File: config.mk
export PLATFORM = sky130hd
export DESIGN_NAME = alu_issue_stage
export DESIGN_NICKNAME = d
export VERILOG_FILES = /design/src/rtl/alu_pkg.sv /design/src/rtl/imm_gen.sv /design/src/rtl/alu_issue_stage.sv
export SDC_FILE = /design/constraint.sdc
export NUM_CORES = 1
export LEC_CHECK = 0
export ABC_AREA = 1
export BUFFER_PORTS_ARGS = -buffer_cell sky130_fd_sc_hd__buf_2
export CORE_ASPECT_RATIO = 0.7
export CORE_MARGIN = 2
export CORE_UTILIZATION = 40
export DETAILED_ROUTE_END_ITERATION = 7
export PLACE_DENSITY = 0.72
export RECOVER_POWER = 50
export SETUP_SLACK_MARGIN = 0.4
export SLEW_MARGIN = 25
export SYNTH_ARGS = -nofsm -noshare
export SYNTH_HDL_FRONTEND = slang
export SYNTH_SLANG_ARGS = --single-unit
File: constraint.sdc
create_clock -name clk -period 3.6 [get_ports clk]
set_input_delay 0.72 -clock clk [delete_from_list [all_inputs] [get_ports clk]]
set_output_delay 0.72 -clock clk [all_outputs]
set_load 0.01 [all_outputs]
File: src/rtl/alu_pkg.sv
// Shared decode constants and ALU-operation helper for the ALU issue stage.
package alu_pkg;

    localparam logic [6:0] OP_R      = 7'b0110011;
    localparam logic [6:0] OP_IMM    = 7'b0010011;
    localparam logic [6:0] OP_LOAD   = 7'b0000011;
    localparam logic [6:0] OP_STORE  = 7'b0100011;
    localparam logic [6:0] OP_BRANCH = 7'b1100011;

    localparam logic [2:0] ALU_ADD = 3'b000;
    localparam logic [2:0] ALU_SUB = 3'b001;
    localparam logic [2:0] ALU_AND = 3'b010;
    localparam logic [2:0] ALU_OR  = 3'b011;
    localparam logic [2:0] ALU_SLT = 3'b101;

    localparam logic [2:0] F3_ADD = 3'b000;
    localparam logic [2:0] F3_SLT = 3'b010;
    localparam logic [2:0] F3_OR  = 3'b110;
    localparam logic [2:0] F3_AND = 3'b111;
    localparam logic [2:0] F3_BEQ = 3'b000;

    typedef struct packed {
        logic [2:0] alu_ctrl;
        logic [4:0] rd;
        logic       reg_write;
        logic       is_store;
        logic       illegal;
    } issue_ctrl_t;

    // Returns {legal, alu_ctrl} for an arithmetic funct3; alt selects sub for funct3 000.
    function automatic logic [3:0] decode_alu(input logic [2:0] funct3, input logic alt);
        logic [3:0] res;
        res = {1'b0, ALU_ADD};
        case (funct3)
            F3_ADD:  res = {1'b1, (alt ? ALU_SUB : ALU_ADD)};
            F3_SLT:  res = {1'b1, ALU_SLT};
            F3_OR:   res = {1'b1, ALU_OR};
            F3_AND:  res = {1'b1, ALU_AND};
            default: res = {1'b0, ALU_ADD};
        endcase
        return res;
    endfunction

endpackage

File: src/rtl/imm_gen.sv
// Sign-extended I/S immediate builder; S-format for stores, I-format otherwise.
module imm_gen
    import alu_pkg::*;
#(
    parameter int unsigned WIDTH = 32
) (
    input  logic [31:0]      instr,
    input  logic [6:0]       opcode,
    output logic [WIDTH-1:0] imm
);

    localparam int unsigned EXT_W = WIDTH - 12;

    logic [11:0] imm12;
    logic        unused_bits;

    assign unused_bits = ^{instr[19:12], instr[6:0]};

    always_comb begin
        imm12 = instr[31:20];
        if (opcode == OP_STORE) begin
            imm12 = {instr[31:25], instr[11:7]};
        end
    end

    assign imm = {{EXT_W{imm12[11]}}, imm12};

endmodule

File: src/rtl/alu_issue_stage.sv
// Decode/issue register ahead of the ALU: one-entry valid/ready stage with flush.
// Optional writeback bypass of rs1/rs2 enabled by defining ALU_ISSUE_FWD_EN.
module alu_issue_stage
    import alu_pkg::*;
#(
    parameter int unsigned WIDTH = 32
) (
    input  logic             clk,
    input  logic             rst_n,
    input  logic             in_valid,
    output logic             in_ready,
    input  logic [31:0]      instr,
    input  logic [WIDTH-1:0] rs1_data,
    input  logic [WIDTH-1:0] rs2_data,
    input  logic             flush,
    output logic             out_valid,
    input  logic             out_ready,
    output logic [WIDTH-1:0] SrcA,
    output logic [WIDTH-1:0] SrcB,
    output logic [2:0]       ALUControl,
    output logic [4:0]       rd,
    output logic             reg_write,
    output logic             is_store,
    output logic [WIDTH-1:0] store_data,
    output logic             illegal,
    input  logic             wb_valid,
    input  logic [4:0]       wb_rd,
    input  logic [WIDTH-1:0] wb_data
);

    logic [6:0]       opcode;
    logic [2:0]       funct3;
    logic [WIDTH-1:0] imm;
    logic [WIDTH-1:0] rs1_eff;
    logic [WIDTH-1:0] rs2_eff;

    logic [3:0]       alu_dec;
    issue_ctrl_t      dec_ctrl;
    logic [WIDTH-1:0] dec_src_b;

    logic             valid_q,      valid_d;
    logic [WIDTH-1:0] src_a_q,      src_a_d;
    logic [WIDTH-1:0] src_b_q,      src_b_d;
    logic [WIDTH-1:0] store_data_q, store_data_d;
    issue_ctrl_t      ctrl_q,       ctrl_d;

    logic             load;

    assign opcode = instr[6:0];
    assign funct3 = instr[14:12];

    imm_gen #(.WIDTH(WIDTH)) u_imm_gen (
        .instr  (instr),
        .opcode (opcode),
        .imm    (imm)
    );

`ifdef ALU_ISSUE_FWD_EN
    // Writeback bypass: x0 is never forwarded.
    always_comb begin
        rs1_eff = rs1_data;
        rs2_eff = rs2_data;
        if (wb_valid && (wb_rd != 5'd0) && (wb_rd == instr[19:15])) begin
            rs1_eff = wb_data;
        end
        if (wb_valid && (wb_rd != 5'd0) && (wb_rd == instr[24:20])) begin
            rs2_eff = wb_data;
        end
    end
`else
    logic unused_wb;
    assign unused_wb = ^{wb_valid, wb_rd, wb_data};
    assign rs1_eff   = rs1_data;
    assign rs2_eff   = rs2_data;
`endif

    // Instruction decode into control fields and operand-B select.
    always_comb begin
        dec_ctrl          = '0;
        dec_ctrl.alu_ctrl = ALU_ADD;
        dec_ctrl.rd       = instr[11:7];
        dec_src_b         = rs2_eff;
        alu_dec           = {1'b0, ALU_ADD};
        case (opcode)
            OP_R: begin
                alu_dec            = decode_alu(funct3, instr[30]);
                dec_ctrl.alu_ctrl  = alu_dec[2:0];
                dec_ctrl.reg_write = alu_dec[3];
                dec_ctrl.illegal   = !alu_dec[3];
            end
            OP_IMM: begin
                alu_dec            = decode_alu(funct3, 1'b0);
                dec_ctrl.alu_ctrl  = alu_dec[2:0];
                dec_ctrl.reg_write = alu_dec[3];
                dec_ctrl.illegal   = !alu_dec[3];
                dec_src_b          = imm;
            end
            OP_LOAD: begin
                dec_ctrl.reg_write = 1'b1;
                dec_src_b          = imm;
            end
            OP_STORE: begin
                dec_ctrl.is_store = 1'b1;
                dec_src_b         = imm;
            end
            OP_BRANCH: begin
                if (funct3 == F3_BEQ) begin
                    dec_ctrl.alu_ctrl = ALU_SUB;
                end else begin
                    dec_ctrl.illegal = 1'b1;
                end
            end
            default: dec_ctrl.illegal = 1'b1;
        endcase
        if (dec_ctrl.illegal) begin
            dec_ctrl.alu_ctrl = ALU_ADD;
        end
        if (dec_ctrl.rd == 5'd0) begin
            dec_ctrl.reg_write = 1'b0;
        end
    end

    assign in_ready = !valid_q || out_ready;
    assign load     = in_valid && in_ready;

    // Next-state: flush beats load, load beats drain; data holds unless loaded.
    always_comb begin
        valid_d      = valid_q;
        src_a_d      = src_a_q;
        src_b_d      = src_b_q;
        store_data_d = store_data_q;
        ctrl_d       = ctrl_q;
        if (flush) begin
            valid_d          = 1'b0;
            ctrl_d.reg_write = 1'b0;
            ctrl_d.is_store  = 1'b0;
            ctrl_d.illegal   = 1'b0;
        end else if (load) begin
            valid_d      = 1'b1;
            src_a_d      = rs1_eff;
            src_b_d      = dec_src_b;
            store_data_d = rs2_eff;
            ctrl_d       = dec_ctrl;
        end else if (out_ready) begin
            valid_d = 1'b0;
        end
    end

    always_ff @(posedge clk) begin
        if (!rst_n) begin
            valid_q      <= 1'b0;
            src_a_q      <= '0;
            src_b_q      <= '0;
            store_data_q <= '0;
            ctrl_q       <= '0;
        end else begin
            valid_q      <= valid_d;
            src_a_q      <= src_a_d;
            src_b_q      <= src_b_d;
            store_data_q <= store_data_d;
            ctrl_q       <= ctrl_d;
        end
    end

    assign out_valid  = valid_q;
    assign SrcA       = src_a_q;
    assign SrcB       = src_b_q;
    assign store_data = store_data_q;
    assign ALUControl = ctrl_q.alu_ctrl;
    assign rd         = ctrl_q.rd;
    assign reg_write  = ctrl_q.reg_write;
    assign is_store   = ctrl_q.is_store;
    assign illegal    = ctrl_q.illegal;

endmodule

==> impl_metrics.yaml <==
logic_synthesis:
  synthesis.nets: 784
  synth-seq-area-share_pct: 46.3
  synth_warnings: 0
  yosysTopAreaCellShare_pct: 46.3
  synthTopCellsByArea: "dfxtp_1, nand2_1, nor2_1, o21ai_0, inv_1"
  yosys.area.top_type: "dfxtp_1"
  avgSynthCellArea_um2: 7.24
  netlist_area_um2: 4670
  synth_cells: 645
  ys_ff_latch: 108
  synth_cell_types: 23
setup_path:
  cpPeakStageDelay_ns: 0.49
  slowest_stage: "nand2_4"
  criticalPathCategory: "in2reg"
  cp_data_arrival_time_ns: 2.46
  endpoint_kind: "flip-flop"
  ff2ff_path_depth: 9
  worstPathMaxFanout: 59
  r2r-end: "SrcB[31]"
  startpoint: "out_ready"
  critPathLaunchType: "input pin"
  path_cells: "buf_2 -> inv_1 -> nand2_2 -> nand2_2 -> inv_2 -> nand2_4 -> buf_4 -> nand2_1 -> nand3_2 -> nand2_1 -> inv_1"
  r2r_slack_ns: 1.58
  r2r-start: "out_valid"
  crit_path_end: "SrcB[31]"
  worstPathRequired_ns: 3.89
clock_tree:
  cts_buffers: 9
  clk_latency_ns: 0.34
  post-cts-setup-buffers: 0
  cts-root-buf: "clkbuf_16"
  cts_sinks: 108
  h-tree-depth: 3
  cts_tree: "done"
  cts_repair_resize_count: 0
  ctsHoldBuffers: 0
  path_clk_slew_ns: 0.07
  clk_path_buf_depth: 2
global_route:
  grt_overflow: 0
  grtUsageTotal_pct: 20.0
  grt_max_degree: 60
  grt_pass1_wl_um: 20100
  grt_pass1_vias: 4133
  antenna_found_initial: 0
timing:
  finalClockSkew_ns: 0.00610
  max_freq_ghz: 0.459
  finalSetupViolations: 0
  slew_headroom_pct: 35.3
  fin_crit_sh_pct: 60.5
  min_period_ns: 2.18
  rsz0062_at_grt: "no"
  final_max_slew_viol_count: 0
  setup_tns_ns: 0
  worst_slew_pin_slew_ns: 0.965
  hold_viol: 0
floorplan:
  fp.coreArea_um2: 11200
  die_h_um: 94.4
  pin_count: 248
  dieArea_um2: 12600
  die_w_um: 133
  start_util_pct: 41.7
  rows: 32
min_path:
  hold_path_class: "reg2reg"
final_layout:
  diodes: 0
  layout_common_cells: "nand2_1, clkbuf_1, dfxtp_1, nor2_1, buf_2"
  post-route-cell-area_um2: 5840
  nNetsFinal: 965
  area_growth_pct: 25.0
  mostFrequentLayoutCell: "nand2_1"
  num-fill-cells: 1191
  drive_above_1_share_pct: 18.7
placement:
  hpwl_um: 8730
  port_buffers: 204
  place_area_um2: 5700
  routabilityCongestion: 0.822
power_and_ir_drop:
  vdd_drop_max_v: 0.000226
  p_per_area_nw_per_um2: 442
  p_leak_uw: 0.00313
detailed_routing:
  via_per_inst: 4.54
  drc: 0
  wl_per_cell_um: 12.6
  wirelength_um: 12400
  dr.first_iter.drc_count: 179
  firstDrtPassIters: 4
  antenna_left: 0
  vias: 4472
outcome:
  status: "complete, no violations"
flow_run:
  drv_cap: 0
## critical path, delay by kind of cell
kind          cells  cell delay, ns
buf+inv           5            0.78
simple gates      6            0.94
## area by class of cell
type                       count  area, um2  share of cell area [%]
timing repair buffer         208        916                    15.7
clock buffer                  11        243                    4.16
tap                          153        191                    3.28
multi-input combinational    428       2030                    34.7
clock inverter                 5       35.0                   0.600
sequential                   108       2160                    37.0
inverter                      71        267                    4.56
## cells in the mapped netlist, drive strengths merged
| library cell | instances |
|---|---|
| nor2 | 112 |
| clkbuf | 11 |
| o21a | 11 |
| a21oi | 27 |
| buf | 27 |
| o211ai | 1 |
| inv | 71 |
| dfxtp | 108 |
| nand3 | 48 |
| o21ai | 53 |
| nand2 | 173 |
| nor3 | 3 |
## cell families (layout without fill, tap and decap cells)
logic type,after synthesis,in the layout,share of synthesized area [%]
compound gates,92,92,10.6
flops,108,108,46.3
simple gates,336,336,32.4
buf+inv,109,295,10.7
## routing by layer
| metal | global-route usage (%) | vias up | routed length (um) |
|---|---|---|---|
| met5 | 0 | - | 0 |
| met3 | 6.98 | 8 | 1210 |
| met2 | 32.3 | 174 | 5260 |
| met1 | 26.2 | 1938 | 5840 |
| li1 | - | 2352 | - |
| met4 | 4.34 | 0 | 95 |
## state kept, by name (all words and copies together), names as in the netlist
name,flops
ALUControl,3
SrcA,32
SrcB,32
illegal,1
is_store,1
out_valid,1
rd,5
reg_write,1
store_data,32
## worst min path at each step
stage / start / cells after the start / to / slack [ns]
2_1_floorplan: store_data[31] / 2 / store_data[31] / 0.48
3_3_place_gp: store_data[13] / 2 / store_data[13] / 0.44
3_5_place_dp: store_data[31] / 2 / store_data[31] / 0.45
4_1_cts: store_data[31] / 2 / store_data[31] / 0.46
5_1_grt: store_data[17] / 2 / store_data[17] / 0.48
6_report: store_data[31] / 2 / store_data[31] / 0.46
## stage by stage
step           power (uW)  hold slack [ns]  utilization, %  cells  setup slack [ns]
3_5_place_dp         1690            0.449            50.8    968              1.05
3_3_place_gp         1690            0.445            50.8    968              1.07
2_1_floorplan        1530            0.483               -    645              1.95
5_1_grt              2720            0.481            52.1    984              1.26
4_1_cts              2630            0.460            53.3    984              1.41
6_report             2580            0.463            52.1    984              1.42
## power by group
group | switching (uW) | internal (uW)
combinational | 219 | 131
clock | 440 | 492
sequential | 33.7 | 1260
No activity file was read; power rests on OpenSTA's default activity.
